<file path="src/rtl/bcd_pkg.sv">
// Shared types and helpers for the BCD counter slice.
// Decade digit type, limits and nibble validity check.
package bcd_pkg;

  typedef logic [3:0] bcd_digit_t;

  localparam bcd_digit_t BCD_MAX = 4'd9;
  localparam bcd_digit_t BCD_MIN = 4'd0;

  function automatic logic bcd_valid(
    input bcd_digit_t nib
  );
    return (nib <= BCD_MAX);
  endfunction

endpackage

</file>
<file path="src/rtl/bcd_digit.sv">
// One BCD decade: reset, sanitised load, up/down step.
// at_lim flags 9 when counting up, 0 when counting down.
module bcd_digit
  import bcd_pkg::*;
(
  input  logic       ck,
  input  logic       rst,
  input  bcd_digit_t rst_val,
  input  logic       step,
  input  logic       up_dn,
  input  logic       ld,
  input  bcd_digit_t ld_val,
  output bcd_digit_t d,
  output logic       at_lim
);

  bcd_digit_t d_q;
  bcd_digit_t d_d;

  // Next digit: load beats step; an invalid nibble loads as 0.
  always_comb begin
    d_d = d_q;
    if (ld) begin
      if (bcd_valid(ld_val)) begin
        d_d = ld_val;
      end else begin
        d_d = BCD_MIN;
      end
    end else if (step) begin
      if (up_dn) begin
        if (d_q == BCD_MAX) begin
          d_d = BCD_MIN;
        end else begin
          d_d = d_q + 4'd1;
        end
      end else begin
        if (d_q == BCD_MIN) begin
          d_d = BCD_MAX;
        end else begin
          d_d = d_q - 4'd1;
        end
      end
    end
  end

  // Digit register with synchronous reset.
  always_ff @(posedge ck) begin
    if (rst) begin
      d_q <= rst_val;
    end else begin
      d_q <= d_d;
    end
  end

  assign d = d_q;
  assign at_lim = up_dn ? (d_q == BCD_MAX)
                        : (d_q == BCD_MIN);

endmodule

</file>
<file path="src/rtl/bcd_counter_n.sv">
// Multi-decade up/down BCD counter with load and tc.
// Define BCD_SAT_EN to saturate at the ends instead of wrapping.
module bcd_counter_n
  import bcd_pkg::*;
#(
  parameter int NUM_DIGITS = 2,
  parameter logic [4*NUM_DIGITS-1:0] RST_VAL = '0
) (
  input  logic                    ck,
  input  logic                    rst,
  input  logic                    en,
  input  logic                    up_dn,
  input  logic                    load,
  input  logic [4*NUM_DIGITS-1:0] load_val,
  output logic [4*NUM_DIGITS-1:0] q,
  output logic                    tc,
  output logic                    load_err
);

  logic [NUM_DIGITS-1:0] at_lim;
  logic [NUM_DIGITS-1:0] step;
  logic [NUM_DIGITS:0]   run;
  logic                  all_lim;
  logic                  hold;
  logic                  load_err_q;
  logic                  load_err_d;

  assign run[0] = 1'b1;

  genvar gi;
  generate
    for (gi = 0; gi < NUM_DIGITS; gi++) begin : g_dig
      assign run[gi+1] = run[gi] & at_lim[gi];
      assign step[gi]  = en & run[gi] & ~hold;

      bcd_digit u_dig (
        .ck      (ck),
        .rst     (rst),
        .rst_val (RST_VAL[4*gi +: 4]),
        .step    (step[gi]),
        .up_dn   (up_dn),
        .ld      (load),
        .ld_val  (load_val[4*gi +: 4]),
        .d       (q[4*gi +: 4]),
        .at_lim  (at_lim[gi])
      );
    end
  endgenerate

  assign all_lim = run[NUM_DIGITS];

`ifdef BCD_SAT_EN
  assign hold = all_lim;
`else
  assign hold = 1'b0;
`endif

  assign tc = en & ~load & all_lim;

  // Flag a load that carried any nibble above 9.
  always_comb begin
    load_err_d = 1'b0;
    for (int i = 0; i < NUM_DIGITS; i++) begin
      if (!bcd_valid(load_val[4*i +: 4])) begin
        load_err_d = load;
      end
    end
  end

  // load_err lasts one cycle after the offending load.
  always_ff @(posedge ck) begin
    if (rst) begin
      load_err_q <= 1'b0;
    end else begin
      load_err_q <= load_err_d;
    end
  end

  assign load_err = load_err_q;

endmodule

</file>
<file path="config.mk">
export PLATFORM = sky130hd
export DESIGN_NAME = bcd_counter_n
export DESIGN_NICKNAME = d
export VERILOG_FILES = /design/src/rtl/bcd_pkg.sv /design/src/rtl/bcd_digit.sv /design/src/rtl/bcd_counter_n.sv
export SDC_FILE = /design/constraint.sdc
export NUM_CORES = 1
export LEC_CHECK = 0
export ABC_AREA = 1
export CORE_MARGIN = 2
export CORE_UTILIZATION = 46
export CTS_CLUSTER_DIAMETER = 50
export DETAILED_ROUTE_END_ITERATION = 10
export HOLD_SLACK_MARGIN = 0.08
export PLACE_DENSITY = 0.77
export SLEW_MARGIN = 20
export SYNTH_ARGS = -nofsm -noshare
export SYNTH_HDL_FRONTEND = slang
export SYNTH_SLANG_ARGS = --single-unit
</file>
<file path="constraint.sdc">
create_clock -name ck -period 1.45 [get_ports ck]
set_input_delay 0.145 -clock ck [delete_from_list [all_inputs] [get_ports ck]]
set_output_delay 0.145 -clock ck [all_outputs]
set_load 0.05 [all_outputs]
</file>
Word level (Yosys, flattened, before mapping)
Cells that the tools add are included.
- register bits: 9
- input bits: 13
- $add $sub $neg: 4
- magnitude comparators: 2
- eq/ne operators: 2
- mux-type cells: 16
- bitwise operators: 5
- reductions and logical operators: 4
- operator list (cell ; number):
    $mux 4 ; 12
    $add 4x1->4 const B ; 2
    $eq 4x4->1 const B ; 2
    $le 4x4->1 const B ; 2
    $logic_not 4->1 ; 2
    $sub 4x1->4 const B ; 2
    $and 1x1->1 ; 4
    $mux 1 ; 4
    $reduce_bool 2->1 ; 2
    $not 1->1 ; 1

Depth between registers and ports, before layout
- depth after elaboration: 5
- depth in mapped cells: 10
- gate-level depth less buffers: 10

Cells and area by module
Synthesis repeated with hierarchy kept, for this count alone.
- cells, all modules: 145
- area total of the unflattened synthesis: 897.1 µm²
- modules (own cells, without submodules) (module ; times used ; cells each ; area each (µm²)):
    bcd_digit ; 2 ; 67 ; 415.4
    bcd_counter_n ; 1 ; 11 ; 66.3

Least setup slack after synthesis
Ideal clock, no wire load.
- path kind: reg-to-output
- from: register g_dig[1].u_dig.d_q[3]
- to: output tc
- arrival time: 2651 ps
- path slack: -1346 ps
- cell stages (with the launch flop): 5
- path through: dfxtp_1 inv_1 nor2_1 a21oi_1 nor4_1
- longest elaborated chain between the ends: 4
- elaborated cells on any way between the ends: 5
- classes of those cells: eq/ne (1); mux (1); bitwise (2); reduce/logical (1)
- RTL lines (element ; line ; source):
    start, declared ; bcd_digit.sv:17 ; bcd_digit_t d_q;
    start signal, assigned ; bcd_digit.sv:49 ; d_q <= rst_val;
    $eq 4x4->1 or $logic_not 4->1 (tied branches) ; bcd_digit.sv:56, bcd_digit.sv:57 ;
    $mux 1 * ; bcd_digit.sv:56 ; assign at_lim = up_dn ? (d_q == BCD_MAX)
    $and 1x1->1 * ; bcd_counter_n.sv:33 ; assign run[gi+1] = run[gi] & at_lim[gi];
    $and 1x1->1 * ; bcd_counter_n.sv:58 ; assign tc = en & ~load & all_lim;
    end, declared ; bcd_counter_n.sv:16 ; output logic tc,
Mark *: on every way between the ends. The rest lies on a longest branch, timed or not.

Worst setup path after layout
- from: register g_dig[0].u_dig.d_q[3]
- to: output tc
- longest elaborated chain between the ends: 4
- elaborated cells on any way between the ends: 5
- classes of those cells: eq/ne (1); mux (1); bitwise (2); reduce/logical (1)
- RTL lines (element ; line):
    start, declared ; bcd_digit.sv:17
    start signal, assigned ; bcd_digit.sv:49
    $eq 4x4->1 or $logic_not 4->1 (tied branches) ; bcd_digit.sv:56, bcd_digit.sv:57
    $mux 1 * ; bcd_digit.sv:56
    $and 1x1->1 * ; bcd_counter_n.sv:33
    $and 1x1->1 * ; bcd_counter_n.sv:58
Marks and branches as above.

==> flow_metrics.env <==
export IMPL_status="complete, but fails checks"
export IMPL_violations="negative setup slack"
export IMPL_fin_skew_ns=0.00134
export IMPL_numCtsBuffers=3
export IMPL_critPathMostFrequentCell="nand2_2"
export IMPL_p_comb_frac=0.507
export IMPL_yosysSeqAreaShare=0.233
export IMPL_synth_area_um2=774
export IMPL_gp_congestion=0.889
export IMPL_rsz0062_at_grt="true"
export IMPL_drtIter0Drc=80
export IMPL_place_worst_setup_slack_ns=-0.0892
export IMPL_switching_share=0.422
export IMPL_cpPeakStageDelay_ns=0.38
export IMPL_path_buf_inv=2
export IMPL_cts_root_buffer_cell="clkbuf_4"
export IMPL_critPathRequiredTime_ns=1.31
export IMPL_grt_total_usage=0.308
export IMPL_ant_nets=0
export IMPL_relSlewSlack=0.778
export IMPL_die_w_um=45.0
export IMPL_die_area_um2=2030
export IMPL_path_clk_slew_ns=0.07
export IMPL_num_io_pins=23
export IMPL_start_kind="register"
export IMPL_finalNonFillerCells=203
export IMPL_antenna_found_initial=0
export IMPL_cap_violations=0
export IMPL_dr_total_vias=1161
export IMPL_crit_family="simple AND/OR/NAND/NOR gates"
export IMPL_syn_inst=138
export IMPL_p_per_area_nw_per_um2=778
export IMPL_crit_path_end_kind="output port"
export IMPL_p_sw_mw=0.444
export IMPL_worstSetupPathType="reg -> out"
export IMPL_hold_class="in -> reg"
export IMPL_setup_viol=2
export IMPL_gr_total_overflow=0
export IMPL_final_cell_area_um2=1350
export IMPL_grt_max_degree=11
export IMPL_viasPerCell=5.72
export IMPL_drt_wl_total_mm=2.93
export IMPL_utilization=0.877
export IMPL_synth_top_cell_by_area="dfxtp_1"
export IMPL_placed_area_um2=1180
export IMPL_rows=14
export IMPL_ys_seq_elements=9
export IMPL_critical_path_cell_count=7
export IMPL_final_nets=201
export IMPL_ys_top_cells_by_area="dfxtp_1, nand2_1, nand3_1"
export IMPL_worstMarginPinSlew_ns=0.329
export IMPL_power_frac_seq=0.294
export IMPL_clk_path_buf_depth=2
export IMPL_hold_buffers=0
export IMPL_grt_pass1_vias=1133
export IMPL_period_share=1.09
export IMPL_fill_cells=80
export IMPL_drcViolationCount=0
export IMPL_area_growth_pct=74.6
export IMPL_synth_area_per_cell_um2=5.61
export IMPL_clkPwrFrac=0.199
export IMPL_start_util=0.502
export IMPL_leakagePower_nw=0.661
export IMPL_portBuffers=22
export IMPL_internal_power_mw=0.609
export IMPL_drv_slew=0
export IMPL_ys_warnings_count=0
export IMPL_critPathSlowestCell="dfxtp_4"
export IMPL_finalHoldViolCount=0
export IMPL_cts_tree="done"
export IMPL_antenna_cells=0
export IMPL_clk_latency_ns=0.27
export IMPL_htreeDepth=1
export IMPL_dieHeight_um=45.0
export IMPL_dp_cells=187
export IMPL_hold_depth=3
export IMPL_fin_ws_ns=-0.125
export IMPL_core_um2=1540
export IMPL_hpwl_mm=1.75
export IMPL_wl_per_cell_um=14.4
export IMPL_fmax_mhz=635
export IMPL_cp_arrival_ns=1.43
export IMPL_synth_top_area_frac=0.233
export IMPL_crit_chain="inv_4 -> nor2_4 -> nand2_2 -> nand2_2 -> nand3_4 -> nor4_4 -> buf_12"
export IMPL_clock_sinks=9
export IMPL_cp_max_fo=4
export IMPL_rr_worst_depth=11
export IMPL_grt_pass1_wl_mm=4.57
export IMPL_synth_cell_type_count=20
export IMPL_fin_crit_ns=1.57
export IMPL_ir_drop_mv=0.669
export IMPL_synth_net_count=151
export IMPL_first_pass_iters=5
export IMPL_drive_above_1_share=0.374
==> metal layers <==
metal,routed length (um),global-route usage,part of all wire,vias up
met5,0,0,0,-
met4,143,0.224,0.049,0
met3,194,0.0360,0.066,17
met2,1460,0.529,0.50,65
met1,1130,0.348,0.39,527
li1,-,-,-,552
==> logic make-up (layout without fill, tap and decap cells) <==
logic type / after synthesis / in the layout / share of synthesized area
and+or+nand+nor: 87 / 87 / 0.507
DFF: 9 / 9 / 0.233
buffers and inverters: 19 / 68 / 0.0985
AOI/OAI and AO/OA: 23 / 23 / 0.162
==> worst register-to-register path: stages (launching register included) <==
cell and delay, ns:
dfxtp_4 0.38, inv_4 0.05, nor2_4 0.11, nand2_2 0.08, nand2_2 0.08, nand3_4 0.07, buf_4 0.15, buf_4 0.14
nand2_4 0.08, inv_2 0.05, nor2_1 0.15, nor2_1 0.06
==> flip-flops by register name, indices dropped and copies added (netlist names) <==
| signal | flops |
|---|---|
| load_err | 1 |
| g_dig.u_dig.d | 8 |
==> timing repair <==
action,4_1_cts,5_1_grt
buffers inserted,13,0
setup endpoints to repair,1,4
pin swaps,7,3
gates resized for setup,14,6
==> stage by stage <==
stage / power [mW] / hold slack (ns) / TNS (ns)
floorplan: 0.571 / 0.204 / -0.217
global placement: 0.737 / 0.510 / -0.0566
detailed placement: 0.748 / 0.513 / -0.0909
CTS: 1.02 / 0.482 / -0.0735
global route: 1.10 / 0.506 / -0.308
finish: 1.05 / 0.477 / -0.190
==> path summary, 6_finish.rpt <==
kind / from / to / slack [ns]
max: g_dig[0].u_dig.d[3] / tc / -0.12
min: load_val[0] / g_dig[0].u_dig.d[0] / 0.48
max reg2reg: g_dig[0].u_dig.d[3] / g_dig[1].u_dig.d[2] / -0.07
min reg2reg: g_dig[1].u_dig.d[0] / g_dig[1].u_dig.d[0] / 0.54
==> Yosys cell counts <==
cell type	number
nor2_2	4
a211oi_1	1
nand2_2	3
buf_4	1
inv_1	13
a31oi_1	3
o21ai_1	2
a221oi_1	1
nand2_1	44
nand3_1	16
nand4_1	1
buf_2	1
a21oi_1	10
inv_2	4
nand3_4	1
nand2_4	1
dfxtp_1	9
o21ai_0	6
nor4_1	2
nor2_1	15
==> power groups by stage <==
stage / clock, mW / combinational, mW / sequential, mW
floorplan: 0 / 0.191 / 0.380
global placement: 0 / 0.425 / 0.312
detailed placement: 0 / 0.435 / 0.313
CTS: 0.206 / 0.504 / 0.305
global route: 0.215 / 0.571 / 0.311
finish: 0.210 / 0.534 / 0.309
==> cell type report <==
| class | instances | area (um2) | area share |
|---|---|---|---|
| repair buffers | 47 | 445 | 0.329 |
| inverters | 17 | 73.8 | 0.0546 |
| well taps | 16 | 20.0 | 0.0148 |
| multi-input cells | 110 | 588 | 0.435 |
| clock buffers | 4 | 26.3 | 0.0194 |
| flip-flops and latches | 9 | 199 | 0.147 |
==> placed cells by master, fill, tap and decap left out <==
cell type,count
o21ai_1,3
buf_4,30
nor4_4,1
a31oi_1,2
clkdlybuf4s50_1,12
nand4_1,1
a21oi_1,9
nor2_2,3
a21oi_2,1
a31oi_2,1
a211oi_1,1
o21ai_0,5
buf_12,5
dfxtp_4,4
nand2_4,1
dfxtp_2,3
inv_1,10
nor2_1,10
nor2_4,6
nand2_2,4
dfxtp_1,2
inv_4,4
a221oi_1,1
nand2_1,43
clkbuf_4,3
nand3_4,1
clkbuf_1,1
inv_2,3
nand3_1,16
nor4_1,1
Power figures use the tool's default switching activity.
